<file path="src/rtl/adc_frame_pkg.sv">
// Shared constants, FSM state type and frame-geometry helpers
// for the ADC frame serializer.
package adc_frame_pkg;

   localparam logic START_BIT = 1'b1;
   localparam logic GUARD_BIT = 1'b0;

   typedef enum logic [1:0] {
      IDLE,
      SHIFT,
      GUARD
   } state_e;

   function automatic int ch_id_w(input int num_ch);
      return (num_ch > 2) ? $clog2(num_ch) : 1;
   endfunction

   function automatic int frame_bits(input int id_w, input int data_w,
                                     input bit parity);
      return 1 + id_w + data_w + (parity ? 1 : 0);
   endfunction

endpackage

</file>
<file path="src/rtl/adc_frame_serializer_if.sv">
// Sample bus and serial line of the ADC frame serializer.
// master = ADC/bench side, slave = serializer side.
interface adc_frame_serializer_if #(
   parameter int NUM_CH = 4,
   parameter int DATA_W = 16
);
   logic [NUM_CH*DATA_W-1:0] data_in;
   logic [NUM_CH-1:0]        data_valid;
   logic                     clear_overflow;
   logic                     serial_data_out;
   logic                     frame_active;
   logic [NUM_CH-1:0]        overflow;

   modport master (
      output data_in, data_valid, clear_overflow,
      input  serial_data_out, frame_active, overflow
   );

   modport slave (
      input  data_in, data_valid, clear_overflow,
      output serial_data_out, frame_active, overflow
   );
endinterface

</file>
<file path="src/rtl/adc_sample_fifo.sv">
// Single-clock per-channel sample FIFO; an extra pointer MSB
// separates full from empty.
module adc_sample_fifo #(
   parameter int DATA_W     = 16,
   parameter int FIFO_DEPTH = 4
) (
   input  logic              clk,
   input  logic              reset,
   input  logic              push_i,
   input  logic [DATA_W-1:0] wdata_i,
   input  logic              pop_i,
   output logic [DATA_W-1:0] rdata_o,
   output logic              full_o,
   output logic              empty_o
);
   localparam int AW = $clog2(FIFO_DEPTH);

   logic [DATA_W-1:0] mem_q [FIFO_DEPTH];
   logic [AW:0]       wptr_q, wptr_d;
   logic [AW:0]       rptr_q, rptr_d;
   logic              do_push, do_pop;

   assign empty_o = (wptr_q == rptr_q);
   assign full_o  = (wptr_q[AW] != rptr_q[AW]) &&
                    (wptr_q[AW-1:0] == rptr_q[AW-1:0]);
   assign do_push = push_i && !full_o;
   assign do_pop  = pop_i && !empty_o;
   assign wptr_d  = wptr_q + {{AW{1'b0}}, do_push};
   assign rptr_d  = rptr_q + {{AW{1'b0}}, do_pop};
   assign rdata_o = mem_q[rptr_q[AW-1:0]];

   always_ff @(posedge clk or negedge reset) begin
      if (!reset) begin
         wptr_q <= '0;
         rptr_q <= '0;
      end else begin
         wptr_q <= wptr_d;
         rptr_q <= rptr_d;
      end
   end

   always_ff @(posedge clk) begin
      if (do_push) mem_q[wptr_q[AW-1:0]] <= wdata_i;
   end
endmodule

</file>
<file path="src/rtl/adc_frame_serializer.sv">
// Round-robin serializer of NUM_CH ADC sample FIFOs onto one framed line.
// Define ADC_FRAME_PARITY_EN to append an even-parity bit to each frame.
module adc_frame_serializer
   import adc_frame_pkg::*;
#(
   parameter int NUM_CH     = 4,
   parameter int DATA_W     = 16,
   parameter int FIFO_DEPTH = 4,
   parameter int CLK_DIV    = 1
) (
   input  logic                   clk,
   input  logic                   reset,
   adc_frame_serializer_if.slave  bus
);
   localparam int CH_ID_W = ch_id_w(NUM_CH);
`ifdef ADC_FRAME_PARITY_EN
   localparam bit PAR_EN = 1'b1;
`else
   localparam bit PAR_EN = 1'b0;
`endif
   localparam int FB    = frame_bits(CH_ID_W, DATA_W, PAR_EN);
   localparam int BIT_W = $clog2(FB);
   localparam logic [7:0]       DIV_LAST = 8'(CLK_DIV - 1);
   localparam logic [BIT_W-1:0] BIT_LAST = BIT_W'(FB - 1);

   state_e              state_q, state_d;
   logic [7:0]          div_q, div_d;
   logic [BIT_W-1:0]    bit_q, bit_d;
   logic [FB-1:0]       shift_q, shift_d;
   logic [CH_ID_W-1:0]  ptr_q, ptr_d;
   logic [NUM_CH-1:0]   ovf_q, ovf_d;

   logic [NUM_CH-1:0]   push, pop, full, empty;
   logic [DATA_W-1:0]   rdata [NUM_CH];
   logic                found;
   logic [CH_ID_W-1:0]  sel;
   logic [DATA_W-1:0]   sel_data;
   logic [FB-1:0]       load;

   for (genvar k = 0; k < NUM_CH; k++) begin : g_ch
      assign push[k] = bus.data_valid[k] && !full[k];
      adc_sample_fifo #(
         .DATA_W     (DATA_W),
         .FIFO_DEPTH (FIFO_DEPTH)
      ) u_fifo (
         .clk     (clk),
         .reset   (reset),
         .push_i  (push[k]),
         .wdata_i (bus.data_in[k*DATA_W +: DATA_W]),
         .pop_i   (pop[k]),
         .rdata_o (rdata[k]),
         .full_o  (full[k]),
         .empty_o (empty[k])
      );
   end

   // A strobe into a full FIFO flags overflow even if it pops this cycle
   assign ovf_d = (bus.data_valid & full) |
                  (bus.clear_overflow ? '0 : ovf_q);
   assign bus.overflow = ovf_q;

   always_comb begin
      int j;
      logic [CH_ID_W-1:0] idx;
      found = 1'b0;
      sel   = '0;
      j     = 0;
      idx   = '0;
      for (int i = 0; i < NUM_CH; i++) begin
         j = int'(ptr_q) + i;
         if (j >= NUM_CH) j -= NUM_CH;
         idx = CH_ID_W'(j);
         if (!found && !empty[idx]) begin
            found = 1'b1;
            sel   = idx;
         end
      end
   end

   assign sel_data = rdata[sel];
`ifdef ADC_FRAME_PARITY_EN
   assign load = {START_BIT, sel, sel_data, ^{sel, sel_data}};
`else
   assign load = {START_BIT, sel, sel_data};
`endif

   always_ff @(posedge clk or negedge reset) begin
      if (!reset) begin
         state_q <= IDLE;
         div_q   <= '0;
         bit_q   <= '0;
         shift_q <= '0;
         ptr_q   <= '0;
         ovf_q   <= '0;
      end else begin
         state_q <= state_d;
         div_q   <= div_d;
         bit_q   <= bit_d;
         shift_q <= shift_d;
         ptr_q   <= ptr_d;
         ovf_q   <= ovf_d;
      end
   end

   always_comb begin
      state_d = state_q;
      div_d   = div_q;
      bit_d   = bit_q;
      shift_d = shift_q;
      ptr_d   = ptr_q;
      unique case (state_q)
         IDLE: begin
            if (found) begin
               state_d = SHIFT;
               shift_d = load;
               div_d   = '0;
               bit_d   = '0;
               ptr_d   = (int'(sel) == NUM_CH - 1) ? '0 : sel + 1'b1;
            end
         end
         SHIFT: begin
            if (div_q == DIV_LAST) begin
               div_d   = '0;
               shift_d = {shift_q[FB-2:0], 1'b0};
               if (bit_q == BIT_LAST) begin
                  bit_d   = '0;
                  state_d = GUARD;
               end else begin
                  bit_d = bit_q + 1'b1;
               end
            end else begin
               div_d = div_q + 1'b1;
            end
         end
         GUARD: begin
            if (div_q == DIV_LAST) begin
               div_d   = '0;
               state_d = IDLE;
            end else begin
               div_d = div_q + 1'b1;
            end
         end
         default: state_d = IDLE;
      endcase
   end

   always_comb begin
      bus.serial_data_out = GUARD_BIT;
      bus.frame_active    = 1'b0;
      pop                 = '0;
      unique case (state_q)
         IDLE: begin
            if (found) pop = NUM_CH'(1) << sel;
         end
         SHIFT: begin
            bus.serial_data_out = shift_q[FB-1];
            bus.frame_active    = 1'b1;
         end
         GUARD: begin
            bus.serial_data_out = GUARD_BIT;
            bus.frame_active    = 1'b1;
         end
         default: ;
      endcase
   end
endmodule

</file>
<file path="src/flat_wrapper.sv">
// flat-port wrapper written by rule: the top's interface ports become plain ports
module adc_frame_serializer_flat import adc_frame_pkg::*;
#(
   parameter int NUM_CH     = 4,
   parameter int DATA_W     = 16,
   parameter int FIFO_DEPTH = 4,
   parameter int CLK_DIV    = 1
)
  (clk, reset, bus_data_in, bus_data_valid, bus_clear_overflow, bus_serial_data_out, bus_frame_active, bus_overflow);
  adc_frame_serializer_if #(.NUM_CH(NUM_CH), .DATA_W(DATA_W)) bus_i ();
  input  logic clk;
  input  logic reset;
  input wire logic [$bits(bus_i.data_in)-1:0] bus_data_in;
  input wire logic [$bits(bus_i.data_valid)-1:0] bus_data_valid;
  input wire logic [$bits(bus_i.clear_overflow)-1:0] bus_clear_overflow;
  output wire logic [$bits(bus_i.serial_data_out)-1:0] bus_serial_data_out;
  output wire logic [$bits(bus_i.frame_active)-1:0] bus_frame_active;
  output wire logic [$bits(bus_i.overflow)-1:0] bus_overflow;
  assign bus_i.data_in = bus_data_in;
  assign bus_i.data_valid = bus_data_valid;
  assign bus_i.clear_overflow = bus_clear_overflow;
  assign bus_serial_data_out = bus_i.serial_data_out;
  assign bus_frame_active = bus_i.frame_active;
  assign bus_overflow = bus_i.overflow;
  adc_frame_serializer #(.NUM_CH(NUM_CH), .DATA_W(DATA_W), .FIFO_DEPTH(FIFO_DEPTH), .CLK_DIV(CLK_DIV)) u_core (.clk(clk), .reset(reset), .bus(bus_i));
endmodule
</file>
<file path="config.mk">
export PLATFORM = sky130hd
export DESIGN_NAME = adc_frame_serializer_flat
export DESIGN_NICKNAME = d
export VERILOG_FILES = /design/src/rtl/adc_frame_pkg.sv /design/src/rtl/adc_frame_serializer_if.sv /design/src/rtl/adc_sample_fifo.sv /design/src/rtl/adc_frame_serializer.sv /design/src/flat_wrapper.sv
export SDC_FILE = /design/constraint.sdc
export NUM_CORES = 1
export LEC_CHECK = 0
export CAP_MARGIN = 0
export CORE_MARGIN = 4
export CORE_UTILIZATION = 44
export CTS_CLUSTER_DIAMETER = 50
export DETAILED_ROUTE_END_ITERATION = 12
export PLACE_DENSITY_LB_ADDON = 0.3
export SETUP_SLACK_MARGIN = 0.2
export SYNTH_ARGS = -nofsm -noshare
export SYNTH_HDL_FRONTEND = slang
export SYNTH_SLANG_ARGS = --single-unit
</file>
<file path="constraint.sdc">
create_clock -name clk -period 3.11 [get_ports clk]
set_clock_uncertainty 0.2 [all_clocks]
set_input_delay 0.622 -clock clk [delete_from_list [all_inputs] [get_ports clk]]
set_output_delay 0.622 -clock clk [all_outputs]
set_load 0.01 [all_outputs]
</file>
==> impl_summary.log, run 1 <==
[metrics] Achievable Freq: 0.3549 GHz
[metrics] clock input transition at the sequential cells of the worst setup and hold paths: 0.06 ns
[metrics] detailed-route DRC error count: 0
[metrics] Psw: 5.639 mW
[metrics] hold-fix buffers at CTS: 0
[metrics] horizontal die dimension: 181.7 um
[metrics] net count of the mapped netlist: 846
[metrics] mean routed wirelength per cell: 20.11 um
[metrics] final count of hold timing violations: 0
[metrics] H-tree depth reported by CTS: 2
[metrics] required time at the worst-slack endpoint: 2.29 ns
[metrics] clk sink count: 320
[metrics] worst hold path class: in2async
[metrics] Net Sw Frac: 0.3408
[metrics] layout filler cell count: 2332
[metrics] drt total wl: 25900 um
[metrics] share of async-settable or async-resettable flops after synthesis: 0.2000
[metrics] number of rows created at floorplan: 63
[metrics] setup TNS: 0 ns
[metrics] TritonCTS buffer count: 38
[metrics] period utilization: 0.9060
[metrics] cell at the root of the clock tree: clkbuf_16
[metrics] ratio of cells with drive above 1 in the final layout: 0.2216
[metrics] count of max-cap constraint violations: 0
[metrics] pin count of the biggest net entering global routing: 34
[metrics] number of enable flip-flop cells after synthesis: 256
[metrics] nets: 967
[metrics] post-synthesis area per instance: 17.76 sq um
[metrics] highest-count cells in the layout ignoring fill and taps: edfxtp_1, clkdlybuf4s50_1, dfrtp_1
[metrics] total I/O pin count: 77
[metrics] clock tree from TritonCTS: yes
[metrics] start-to-end type of the worst setup path: reg2out
[metrics] time the final worst path needs with I/O delays and setup: 2.818 ns
[metrics] synth warn: 0
[metrics] DRC marker count from the first detailed-route iteration: 343
[metrics] startpoint types: register
[metrics] endpoint class of the critical path: output pin
[metrics] DR vias: 6863
[metrics] HPWL after detailed placement: 17350 um
[metrics] run status: completed
[metrics] Cell Int Power: 10.91 mW
[metrics] Post-DRT Antenna Nets: 0
[metrics] worst path arrival time: 2.00 ns
[metrics] number of distinct library cell variants in the gate-level netlist after synthesis: 61
[metrics] relative slew slack: 0.3451
[metrics] Final Setup Violations: 0
[metrics] number of antenna violations at the first check in global routing: 1
[metrics] launch instance of the worst register-to-register path: u_core.g_ch[0].u_fifo.wptr_q[1]$_DFF_PN0_
[metrics] Cell Area, Synth: 13280 sq um
[metrics] number of global-route vias before repair: 7199
[metrics] total global routing track utilization: 0.1580
[metrics] Overflow after GRT: 0
[metrics] total of flip-flops plus latches after synthesis: 320
[metrics] Starting Density: 0.4469
[metrics] die area: 33030 sq um
[metrics] die height: 181.7 um
[metrics] fraction of power consumed by the clock network: 0.251
[metrics] vias per cell: 5.328
[metrics] count of pins over their slew limit: 0
[metrics] commonest non-fill, non-tap cell in the layout: edfxtp_1
[metrics] Antenna Cells: 0
[metrics] GPL Wtd Cong: 0.7669
[metrics] Worst Max-Slew Pin Slew: 0.9740 ns
[metrics] core area: 29720 sq um
[metrics] setup repair after global routing missed its margin: false
[metrics] power per unit of standard cell area: 1038 nW/um^2
[metrics] Synth-to-Final Area Change: 19.97%
[metrics] leakage component of the power: 5.679 nW
[metrics] Peak supply drop: 422.5 uV
[metrics] synthesized instance count: 748
[metrics] drt pass-1 iters: 5
[metrics] maximum buffer depth of the clock tree: 3
[metrics] post-layout total power: 16.55 mW
[metrics] share of power burned in combinational logic: 0.368
[metrics] portion of total power attributed to sequential cells: 0.381
[metrics] Main synth FF type: edfxtp_1
[metrics] number of input and output port buffers inserted: 76
[metrics] post-synthesis sequential area ratio: 0.6994
[metrics] setup slack of the worst register-to-register path: 0.31 ns
[metrics] clock latency reported for the late side of the worst-skew pair: 0.52 ns
[metrics] Worst Path Max Fanout: 10
[metrics] CP Launch Point: u_core.state_q[1]$_DFFE_PN0P_
[metrics] first-pass GRT wire length: 40920 um
layer usage:
metal | part of all wire | track usage | vias up | routed length (um)
met3 | 0.040 | 0.02825 | 48 | 1033
met4 | 0.024 | 0.04683 | 2 | 619
met2 | 0.51 | 0.2631 | 137 | 13120
met1 | 0.43 | 0.2150 | 3466 | 11110
met5 | 0.00027 | 0 | - | 7
li1 | - | - | 3210 | -
power by group through the flow:
stage | combinational, mW | clock, mW | sequential, mW
floorplan | 4.42 | 0 | 6.26
global placement | 6.13 | 0 | 6.32
detailed placement | 6.18 | 0 | 6.37
CTS | 6.22 | 4.26 | 6.29
global route | 6.71 | 4.45 | 6.40
finish | 6.09 | 4.15 | 6.30
final cells by class:
type                       count  area, sq um  area share
tap                          390        488.0     0.03062
clock buffer                  51         1061     0.06659
sequential                   320         9289      0.5830
timing repair buffer         115         1074     0.06737
multi-input combinational    363         3761      0.2360
clock inverter                18        143.9    0.009030
inverter                      31        117.6    0.007381
cells by family (layout without fill, tap and decap cells):
logic type | count (synthesis) | count (layout) | share of synthesized area
DFF | 320 | 320 | 0.6994
AOI/OAI and AO/OA | 116 | 116 | 0.06510
and+or+nand+nor | 110 | 110 | 0.04465
muxes | 85 | 85 | 0.1249
buffers and inverters | 65 | 215 | 0.02402
adders and majority gates | 27 | 27 | 0.02544
xor gates and xnor gates | 25 | 25 | 0.01649
registers in the layout (all words and copies together) (netlist names):
| signal | count |
|---|---|
| u_core.g_ch.u_fifo.mem_q | 256 |
| u_core.shift_q | 19 |
| u_core.g_ch.u_fifo.rptr_q | 12 |
| u_core.g_ch.u_fifo.wptr_q | 12 |
| u_core.div_q | 8 |
| u_core.bit_q | 5 |
| u_core.bus.overflow | 4 |
| u_core.ptr_q | 2 |
| u_core.state_q | 2 |
repair_timing:
item | 4_1_cts | 5_1_grt
resized for setup | 1 | 6
buffers inserted | 0 | 0
cloned | 0 | 0
setup endpoints to repair | 1 | 23
critical path, stage by stage (launching register included):
cell,delay [ns]
dfrtp_1,0.39
inv_1,0.11
ha_2,0.30
and2_1,0.16
clkdlybuf4s50_1,0.53
per-stage QoR:
step / instance area [sq um] / cells / setup slack [ns] / utilization / hold WS [ns]
floorplan: 13320 / 748 / 0.2154 / - / 0.1264
global placement: 14690 / 1219 / 0.2786 / 0.4943 / 0.2760
detailed placement: 14690 / 1219 / 0.2144 / 0.4943 / 0.2792
CTS: 15900 / 1288 / 0.2081 / 0.5350 / 0.01584
global route: 15930 / 1288 / 0.2005 / 0.5362 / 0.06598
finish: 15930 / 1288 / 0.2924 / 0.5362 / 0.003376
Yosys cell counts, drive strengths merged, types with 2 or more instances:
library cell,number,area (sq um)
o41ai,3,63.81
nor3,9,45.04
nor4,2,18.77
o211ai,3,27.52
nand3,8,45.04
nand2,29,108.9
inv,30,112.6
a31oi,5,31.28
and2,5,31.28
o22ai,2,12.51
ha,27,337.8
xor2,15,131.4
and3,9,56.30
or3,4,25.02
nor3b,18,135.1
a211oi,29,267.8
mux2,3,33.78
nor2b,2,12.51
xnor2,10,87.58
dfrtp,64,1602
o2bb2ai,3,26.28
o21a,3,22.52
buf,20,148.9
clkbuf,14,52.55
mux4,64,1445
o21ai,14,73.82
a21oi,41,216.5
a32o,2,20.02
nor2,18,70.07
edfxtp,256,7687
mux2i,18,180.2
o31ai,3,22.52
worst paths after layout:
check | end | cells after the start
min in group clk | u_core.g_ch[1].u_fifo.wptr_q[2]$_DFF_PN0_ | 1
max | bus_serial_data_out | 4
max in group asynchronous | u_core.g_ch[2].u_fifo.rptr_q[0]$_DFF_PN0_ | 2
min | u_core.bit_q[4]$_DFFE_PN0P_ | 1
min reg2reg | u_core.g_ch[1].u_fifo.wptr_q[2]$_DFF_PN0_ | 1
max reg2reg | u_core.g_ch[0].u_fifo.rptr_q[2]$_DFF_PN0_ | 10
(Power assumes the default switching activity.)
==> inputs of run 2 (changes only) <==
--- a/config.mk
+++ b/config.mk
@@ -5,8 +5,9 @@
 export SDC_FILE = /design/constraint.sdc
 export NUM_CORES = 1
 export LEC_CHECK = 0
+export ABC_AREA = 1
 export CAP_MARGIN = 0
-export CORE_MARGIN = 4
+export CORE_MARGIN = 2
 export CORE_UTILIZATION = 44
 export CTS_CLUSTER_DIAMETER = 50
 export DETAILED_ROUTE_END_ITERATION = 12
==> impl_summary.log, run 2 <==
[metrics] number of global-route vias before repair: 8827 (was 7199)
[metrics] TritonCTS buffer count: 36 (was 38)
[metrics] number of enable flip-flop cells after synthesis: 256 (unchanged)
[metrics] peak per-stage delay on the critical path: 0.53 ns (about the same)
[metrics] start-to-end type of the worst setup path: reg2out (unchanged)
[metrics] maximum buffer depth of the clock tree: 3 (unchanged)
[metrics] setup TNS: 0 ns (unchanged)
[metrics] GPL Wtd Cong: 0.9027 (was 0.7669)
[metrics] setup slack of the worst register-to-register path: 0.36 ns (was 0.31 ns)
[metrics] Cell Area, Synth: 13780 sq um (was 13280 sq um)
[metrics] highest-count cells in the layout ignoring fill and taps: nand2_1, edfxtp_1, nand3_1 (was edfxtp_1, clkdlybuf4s50_1, dfrtp_1)
[metrics] Worst Path Max Fanout: 7 (was 10)
[metrics] Largest delay share family, worst path: buffers and inverters (unchanged)
[metrics] number of rows created at floorplan: 64 (was 63)
[metrics] final count of hold timing violations: 0 (unchanged)
[metrics] worst path arrival time: 2.01 ns (was 2.00 ns)
[metrics] ratio of cells with drive above 1 in the final layout: 0.1276 (was 0.2216)
[metrics] cell area after layout: 16400 sq um (was 15930 sq um)
[metrics] Yosys top cell by area: edfxtp_1 (unchanged)
[metrics] worst hold path class: reg2reg (was in2async)
[metrics] endpoint class of the critical path: output pin (unchanged)
[metrics] Starting Density: 0.4483 (was 0.4469)
[metrics] total of flip-flops plus latches after synthesis: 320 (unchanged)
[metrics] die height: 181 um (was 181.7 um)
[metrics] cell count after placement: 1647 (was 1219)
[metrics] count of pins over their slew limit: 0 (unchanged)
[metrics] run status: completed (unchanged)
[metrics] count of max-cap constraint violations: 0 (unchanged)
[metrics] post-synthesis area per instance: 11.54 sq um (was 17.76 sq um)
[metrics] Synth top cells by count: nand2_1, edfxtp_1, nand3_1 (was edfxtp_1, dfrtp_1, mux4_2)
[metrics] Antenna Cells: 0 (unchanged)
[metrics] depth of the most critical reg-to-reg path: 18 (was 10)
[metrics] total global routing track utilization: 0.1843 (was 0.1580)
[metrics] startpoint types: register (unchanged)
[metrics] Post-DRT Antenna Nets: 0 (unchanged)
[metrics] most instantiated library cell after synthesis: nand2_1 (was edfxtp_1)
[metrics] Top cell by count, worst path: inv_1
[metrics] period utilization: 0.9102 (was 0.9060)
[metrics] capturing instance or port of the critical path: bus_serial_data_out (unchanged)
[metrics] first-pass GRT wire length: 47450 um (was 40920 um)
[metrics] share of async-settable or async-resettable flops after synthesis: 0.2000 (unchanged)
[metrics] Peak supply drop: 522.7 uV (was 422.5 uV)
[metrics] commonest non-fill, non-tap cell in the layout: nand2_1 (was edfxtp_1)
[metrics] DR vias: 9327 (was 6863)
[metrics] number of distinct library cell variants in the gate-level netlist after synthesis: 38 (was 61)
[metrics] Worst Max-Slew Pin Slew: 0.6706 ns (was 0.9740 ns)
[metrics] required time at the worst-slack endpoint: 2.29 ns (about the same)
[metrics] leakage component of the power: 6.305 nW (was 5.679 nW)
[metrics] core area: 30750 sq um (was 29720 sq um)
[metrics] Reg-to-Reg End: u_core.g_ch[0].u_fifo.rptr_q[2]$_DFF_PN0_ (unchanged)
[metrics] top cells by area in the synthesized netlist: edfxtp_1, dfrtp_1, nand2_1 (was edfxtp_1, dfrtp_1, mux4_2)
[metrics] detailed-route DRC error count: 0 (unchanged)
[metrics] critical path's slowest cell: clkdlybuf4s50_1 (unchanged)
[metrics] clock latency reported for the late side of the worst-skew pair: 0.52 ns (about the same)
[metrics] H-tree depth reported by CTS: 2 (unchanged)
[metrics] cell at the root of the clock tree: clkbuf_16 (unchanged)
[metrics] CP Launch Point: u_core.state_q[1]$_DFFE_PN0P_ (unchanged)
[metrics] clock input transition at the sequential cells of the worst setup and hold paths: 0.06 ns (about the same)
[metrics] setup repair after global routing missed its margin: false (unchanged)
[metrics] launch instance of the worst register-to-register path: u_core.g_ch[1].u_fifo.wptr_q[0]$_DFF_PN0_ (was u_core.g_ch[0].u_fifo.wptr_q[1]$_DFF_PN0_)
[metrics] Synth-to-Final Area Change: 18.94% (was 19.97%)
[metrics] HPWL after detailed placement: 19410 um (was 17350 um)
[metrics] cell depth of the worst setup path: 5 (was 4)
[metrics] clock tree from TritonCTS: yes (unchanged)
[metrics] max FFs per register: 256 (unchanged)
[metrics] power per unit of standard cell area: 1107 nW/um^2 (was 1038 nW/um^2)
[metrics] DRC marker count from the first detailed-route iteration: 919 (was 343)
[metrics] area of placed instances: 15120 sq um (was 14690 sq um)
[metrics] Final Setup Violations: 0 (unchanged)
[metrics] relative slew slack: 0.5529 (was 0.3451)
[metrics] clk sink count: 320 (unchanged)
[metrics] post-synthesis sequential area ratio: 0.6739 (was 0.6994)
[metrics] crit path cell chain: inv_1, ha_1, nand2_1, inv_1, clkdlybuf4s50_1 (was inv_1, ha_2, and2_1, clkdlybuf4s50_1)
[metrics] number of input and output port buffers inserted: 76 (unchanged)
[metrics] die area: 32760 sq um (was 33030 sq um)
[metrics] number of buffers and inverters on the critical path: 3 (was 2)
[metrics] drt total wl: 30270 um (was 25900 um)
[metrics] Main synth FF type: edfxtp_1 (unchanged)
[metrics] net count of the mapped netlist: 1293 (was 846)
[metrics] post-synth top area share: 0.5577 (was 0.5788)
[metrics] nets: 1390 (was 967)
[metrics] pin count of the biggest net entering global routing: 39 (was 34)
[metrics] Overflow after GRT: 0 (unchanged)
[metrics] synthesized instance count: 1195 (was 748)
[metrics] mean routed wirelength per cell: 17.67 um (was 20.11 um)
[metrics] post-layout instance count excluding filler cells: 1713 (was 1288)
[metrics] total I/O pin count: 77 (unchanged)
[metrics] number of antenna violations at the first check in global routing: 0 (was 1)
[metrics] vias per cell: 5.445 (was 5.328)
[metrics] Achievable Freq: 0.3533 GHz (was 0.3549 GHz)
[metrics] share of the core filled with cells: 0.5332 (was 0.5362)
[metrics] horizontal die dimension: 181 um (was 181.7 um)
[metrics] drt pass-1 iters: 5 (unchanged)
[metrics] time the final worst path needs with I/O delays and setup: 2.831 ns (was 2.818 ns)
[metrics] synth warn: 0 (unchanged)
run 2: cell types whose count changed after synthesis, moves of 18 or more:
| cell | change |
|---|---|
| nand2_1 | +310 |
| nand3_1 | +87 |
| mux4_2 | -63 |
| a32o_1 | +58 |
| nor2_1 | +42 |
| a21oi_1 | +26 |
| clkbuf_1 | +25 |
| inv_1 | +23 |
| a211oi_1 | -19 |
| mux2i_1 | -18 |
| nor3b_1 | -18 |
run 2: cells by family after synthesis:
logic type	synth area share
compound gates	0.08541
flops	0.6739
xor+xnor	0.007535
buf+inv	0.04048
fa+ha+maj	0.02451
simple gates	0.1682
run 2: through the flow:
step / hold slack (ns) / power [mW] / setup WS (ns)
2_1_floorplan: 0.1264 / 11.57 / 0.4407
3_3_place_gp: 0.2614 / 13.61 / 0.3531
3_5_place_dp: 0.2608 / 13.81 / 0.2524
4_1_cts: 0.2738 / 18.14 / 0.2481
5_1_grt: 0.2935 / 19.34 / 0.1996
6_report: 0.2678 / 18.15 / 0.2793
run 2: layout make-up:
| type | instances | area, sq um |
|---|---|---|
| fillers | 2635 | 14350 |
| flip-flops and latches | 320 | 9296 |
| multi-input cells | 752 | 4048 |
| repair buffers | 119 | 1094 |
| clock buffers | 45 | 985.9 |
| well taps | 396 | 495.5 |
| inverters | 63 | 249.0 |
| clock inverters | 18 | 227.7 |
run 2: worst min path at each step:
stage	to	start	cells past startpoint	slack, ns
after floorplan	u_core.bit_q[0]$_DFFE_PN0P_	reset	0	0.13
after global placement	u_core.shift_q[18]$_DFFE_PN0P_	u_core.shift_q[18]$_DFFE_PN0P_	2	0.26
after detailed placement	u_core.shift_q[18]$_DFFE_PN0P_	u_core.shift_q[18]$_DFFE_PN0P_	2	0.26
after CTS	u_core.shift_q[18]$_DFFE_PN0P_	u_core.shift_q[18]$_DFFE_PN0P_	2	0.27
after global routing	u_core.shift_q[12]$_DFFE_PN0P_	u_core.shift_q[12]$_DFFE_PN0P_	2	0.29
final	u_core.shift_q[18]$_DFFE_PN0P_	u_core.shift_q[18]$_DFFE_PN0P_	2	0.27
run 2: tightest hold or removal path: stages (launching register included):
cell and delay [ns]:
dfrtp_1 0.34, nand2_1 0.05, nand2_1 0.05
run 2: routing by layer:
metal / track usage / share of wire
met2: 0.2938 / 0.46
met3: 0.02842 / 0.056
met4: 0.05854 / 0.027
met5: 0 / 0
met1: 0.2613 / 0.45
run 2: power breakdown:
| group | switching [mW] | total [mW] | internal (mW) |
|---|---|---|---|
| Clock | 1.67 | 4.28 | 2.60 |
| Combinational | 5.00 | 7.54 | 2.55 |
| Sequential | 0.508 | 6.33 | 5.82 |
| Total | 7.18 | 18.1 | 11.0 |
run 2: timing repair:
item | in CTS | in global routing
hold buffers | 1 | 0
setup buffers | 0 | 2
setup endpoints to repair | 0 | 19
hold endpoints to repair | 26 | 0
resized for setup | 0 | 20
==> inputs of run 3 (changes only) <==
--- a/config.mk
+++ b/config.mk
@@ -15,4 +15,5 @@
 export SETUP_SLACK_MARGIN = 0.2
 export SYNTH_ARGS = -nofsm -noshare
 export SYNTH_HDL_FRONTEND = slang
+export SYNTH_HIERARCHICAL = 1
 export SYNTH_SLANG_ARGS = --single-unit
==> impl_summary.log, run 3 <==
[metrics] run status: completed (unchanged)
[metrics] post-synthesis sequential area ratio: 0.6636 (was 0.6739)
[metrics] endpoint class of the critical path: register (was output pin)
[metrics] area of placed instances: 15190 sq um (was 15120 sq um)
[metrics] core area: 31470 sq um (was 30750 sq um)
[metrics] start-to-end type of the worst setup path: reg2reg (was reg2out)
[metrics] TritonCTS buffer count: 37 (was 36)
[metrics] Worst Max-Slew Pin Slew: 0.8687 ns (was 0.6706 ns)
[metrics] Largest delay share family, worst path: simple AND/OR/NAND/NOR gates (was buffers and inverters)
[metrics] Final Setup Violations: 0 (unchanged)
[metrics] number of buffers and inverters on the critical path: 6 (was 3)
[metrics] number of input and output port buffers inserted: 76 (unchanged)
[metrics] relative slew slack: 0.4209 (was 0.5529)
[metrics] clk sink count: 320 (unchanged)
[metrics] crit path cell chain: xnor2_2, nand3b_1, inv_2, inv_2, o21ai_2, nand2_2, inv_2, nand2_2, nor2_4, nor2_4, inv_2, buf_4, nor2_1, nand2_1, inv_1, ha_1, ha_1, xor2_1 (was inv_1, ha_1, nand2_1, inv_1, clkdlybuf4s50_1)
[metrics] post-layout total power: 18.23 mW (was 18.15 mW)
[metrics] post-layout instance count excluding filler cells: 1823 (was 1713)
[metrics] Achievable Freq: 0.3465 GHz (was 0.3533 GHz)
[metrics] share of the core filled with cells: 0.5289 (was 0.5332)
[metrics] most instantiated library cell after synthesis: edfxtp_1 (was nand2_1)
[metrics] number of distinct library cell variants in the gate-level netlist after synthesis: 35 (was 38)
[metrics] clock input transition at the sequential cells of the worst setup and hold paths: 0.06 ns (about the same)
[metrics] share of async-settable or async-resettable flops after synthesis: 0.2000 (unchanged)
[metrics] drt total wl: 30980 um (was 30270 um)
[metrics] clock tree from TritonCTS: yes (unchanged)
[metrics] die area: 33260 sq um (was 32760 sq um)
[metrics] nets: 1488 (was 1390)
[metrics] vias per cell: 5.251 (was 5.445)
[metrics] pin count of the biggest net entering global routing: 65 (was 39)
[metrics] cell at the root of the clock tree: clkbuf_16 (unchanged)
[metrics] power per unit of standard cell area: 1095 nW/um^2 (was 1107 nW/um^2)
[metrics] highest-count cells in the layout ignoring fill and taps: edfxtp_1, nor2_1, nand2_1 (was nand2_1, edfxtp_1, nand3_1)
[metrics] commonest non-fill, non-tap cell in the layout: edfxtp_1 (was nand2_1)
[metrics] synthesized instance count: 1287 (was 1195)
[metrics] net count of the mapped netlist: 1382 (was 1293)
[metrics] setup repair after global routing missed its margin: true (was false)
[metrics] Main synth FF type: edfxtp_1 (unchanged)
[metrics] startpoint types: register (unchanged)
[metrics] total global routing track utilization: 0.1875 (was 0.1843)
[metrics] maximum buffer depth of the clock tree: 3 (unchanged)
[metrics] Peak supply drop: 482.6 uV (was 522.7 uV)
[metrics] period utilization: 0.9279 (was 0.9102)
[metrics] clock latency reported for the late side of the worst-skew pair: 0.53 ns (was 0.52 ns)
[metrics] number of rows created at floorplan: 65 (was 64)
[metrics] post-synthesis area per instance: 10.88 sq um (was 11.54 sq um)
[metrics] post-synth top area share: 0.5492 (was 0.5577)
[metrics] total I/O pin count: 77 (unchanged)
[metrics] DRC marker count from the first detailed-route iteration: 787 (was 919)
[metrics] DR vias: 9573 (was 9327)
[metrics] Synth-to-Final Area Change: 18.91% (was 18.94%)
[metrics] ratio of cells with drive above 1 in the final layout: 0.1323 (was 0.1276)
[metrics] number of enable flip-flop cells after synthesis: 256 (unchanged)
[metrics] number of global-route vias before repair: 9085 (was 8827)
[metrics] mean routed wirelength per cell: 16.99 um (was 17.67 um)
[metrics] Top cell by count, worst path: inv_2 (was inv_1)
[metrics] count of max-cap constraint violations: 0 (unchanged)
[metrics] detailed-route DRC error count: 0 (unchanged)
[metrics] synth warn: 6 (was 0)
[metrics] cell area after layout: 16650 sq um (was 16400 sq um)
[metrics] Synth top cells by count: edfxtp_1, nor2_1, nand2_1 (was nand2_1, edfxtp_1, nand3_1)
[metrics] H-tree depth reported by CTS: 2 (unchanged)
[metrics] required time at the worst-slack endpoint: 3.32 ns (was 2.29 ns)
[metrics] time the final worst path needs with I/O delays and setup: 2.886 ns (was 2.831 ns)
[metrics] Yosys top cell by area: edfxtp_1 (unchanged)
[metrics] horizontal die dimension: 182.4 um (was 181 um)
[metrics] Post-DRT Antenna Nets: 0 (unchanged)
[metrics] HPWL after detailed placement: 19470 um (was 19410 um)
[metrics] layout filler cell count: 2639 (was 2635)
[metrics] die height: 182.4 um (was 181 um)
[metrics] critical path's slowest cell: dfrtp_1 (was clkdlybuf4s50_1)
[metrics] GPL Wtd Cong: 0.8332 (was 0.9027)
[metrics] Starting Density: 0.4448 (was 0.4483)
[metrics] Worst Path Max Fanout: 10 (was 7)
[metrics] peak per-stage delay on the critical path: 0.44 ns (was 0.53 ns)
[metrics] setup TNS: 0 ns (unchanged)
[metrics] Overflow after GRT: 0 (unchanged)
[metrics] number of antenna violations at the first check in global routing: 0 (unchanged)
[metrics] total of flip-flops plus latches after synthesis: 320 (unchanged)
[metrics] Worst Hold Margin: 0.02051 ns (was 0.2678 ns)
[metrics] count of pins over their slew limit: 0 (unchanged)
[metrics] worst path arrival time: 3.09 ns (was 2.01 ns)
[metrics] cell count after placement: 1745 (was 1647)
[metrics] top cells by area in the synthesized netlist: edfxtp_1, dfrtp_1, nor2_1 (was edfxtp_1, dfrtp_1, nand2_1)
[metrics] drt pass-1 iters: 5 (unchanged)
[metrics] first-pass GRT wire length: 48950 um (was 47450 um)
[metrics] leakage component of the power: 6.629 nW (was 6.305 nW)
[metrics] Cell Area, Synth: 14000 sq um (was 13780 sq um)
[metrics] hold-fix buffers at CTS: 0 (was 1)
[metrics] worst hold path class: in2async (was reg2reg)
[metrics] Post-Place Worst Slack: 0.1829 ns (was 0.2524 ns)
[metrics] final count of hold timing violations: 0 (unchanged)
[metrics] max FFs per register: 256 (unchanged)
[metrics] Antenna Cells: 0 (unchanged)
[metrics] smallest setup slack after layout: 0.2242 ns (was 0.2793 ns)
==> run 3: path summary, 6_finish.rpt <==
| path | start | end | slack, ns | cells past startpoint |
|---|---|---|---|---|
| worst max-delay path | u_core/g_ch[0].u_fifo/wptr_q[0]$_DFF_PN0_ | u_core/g_ch[0].u_fifo/rptr_q[2]$_DFF_PN0_ | 0.22 | 18 |
| worst min-delay path | reset | u_core/div_q[5]$_DFFE_PN0P_ | 0.02 | 1 |
| worst max register to register | u_core/g_ch[0].u_fifo/wptr_q[0]$_DFF_PN0_ | u_core/g_ch[0].u_fifo/rptr_q[2]$_DFF_PN0_ | 0.22 | 18 |
| worst min register to register | u_core/shift_q[7]$_DFFE_PN0P_ | u_core/shift_q[7]$_DFFE_PN0P_ | 0.28 | 2 |
| max in group asynchronous | reset | u_core/g_ch[3].u_fifo/wptr_q[0]$_DFF_PN0_ | 2.06 | 1 |
| min in group clk | u_core/shift_q[7]$_DFFE_PN0P_ | u_core/shift_q[7]$_DFFE_PN0P_ | 0.28 | 2 |
==> run 3: metal layers <==
metal  track usage  share of wire  vias up
met4       0.05129          0.023        0
met1        0.2560           0.43     4659
met3       0.03093          0.051       54
met5             0              0        -
met2        0.3125           0.49      232
li1              -              -     4628
==> run 3: logic make-up (layout without fill, tap and decap cells) <==
family,after synthesis,in the layout,synth area share
AO/OA/AOI/OAI,232,232,0.09108
XOR/XNOR,14,14,0.008759
adder cells (fa/ha/maj),24,24,0.02145
buffers and inverters,196,330,0.06257
flip-flops,320,320,0.6636
AND/OR/NAND/NOR,501,501,0.1526
==> run 3: layout make-up <==
type                            instances  area (sq um)  area share
Timing Repair Buffer                  124          1156     0.06945
Tap cell                              402         503.0     0.03022
Inverter                              139         524.3     0.03149
Sequential cell                       320          9294      0.5583
Clock inverter                         25         217.7     0.01308
Clock buffer                           42         965.9     0.05803
Multi-Input combinational cell        771          3985      0.2394
==> run 3: what timing repair did <==
action | in CTS | in global routing
cloned | 0 | 1
buffers inserted | 0 | 10
resized for setup | 6 | 47
pin swaps | 0 | 14
setup endpoints to repair | 5 | 24
==> run 3: power by group <==
| part | total (mW) | internal [mW] | switching (mW) | leakage (nW) |
|---|---|---|---|---|
| Sequential | 6.37 | 5.90 | 0.472 | 3.13 |
| Clock | 4.18 | 2.49 | 1.68 | 0.581 |
| Combinational | 7.69 | 2.60 | 5.08 | 2.91 |
==> run 3: worst register-to-register path, cell delays in order (launching register included) <==
cell and delay, ns:
dfrtp_1 0.44, xnor2_2 0.19, nand3b_1 0.17, inv_2 0.12, inv_2 0.05, o21ai_2 0.20, nand2_2 0.10, inv_2 0.10
nand2_2 0.08, nor2_4 0.15, nor2_4 0.05, inv_2 0.08, buf_4 0.18, nor2_1 0.06, nand2_1 0.07, inv_1 0.05
ha_1 0.18, ha_1 0.18, xor2_1 0.14
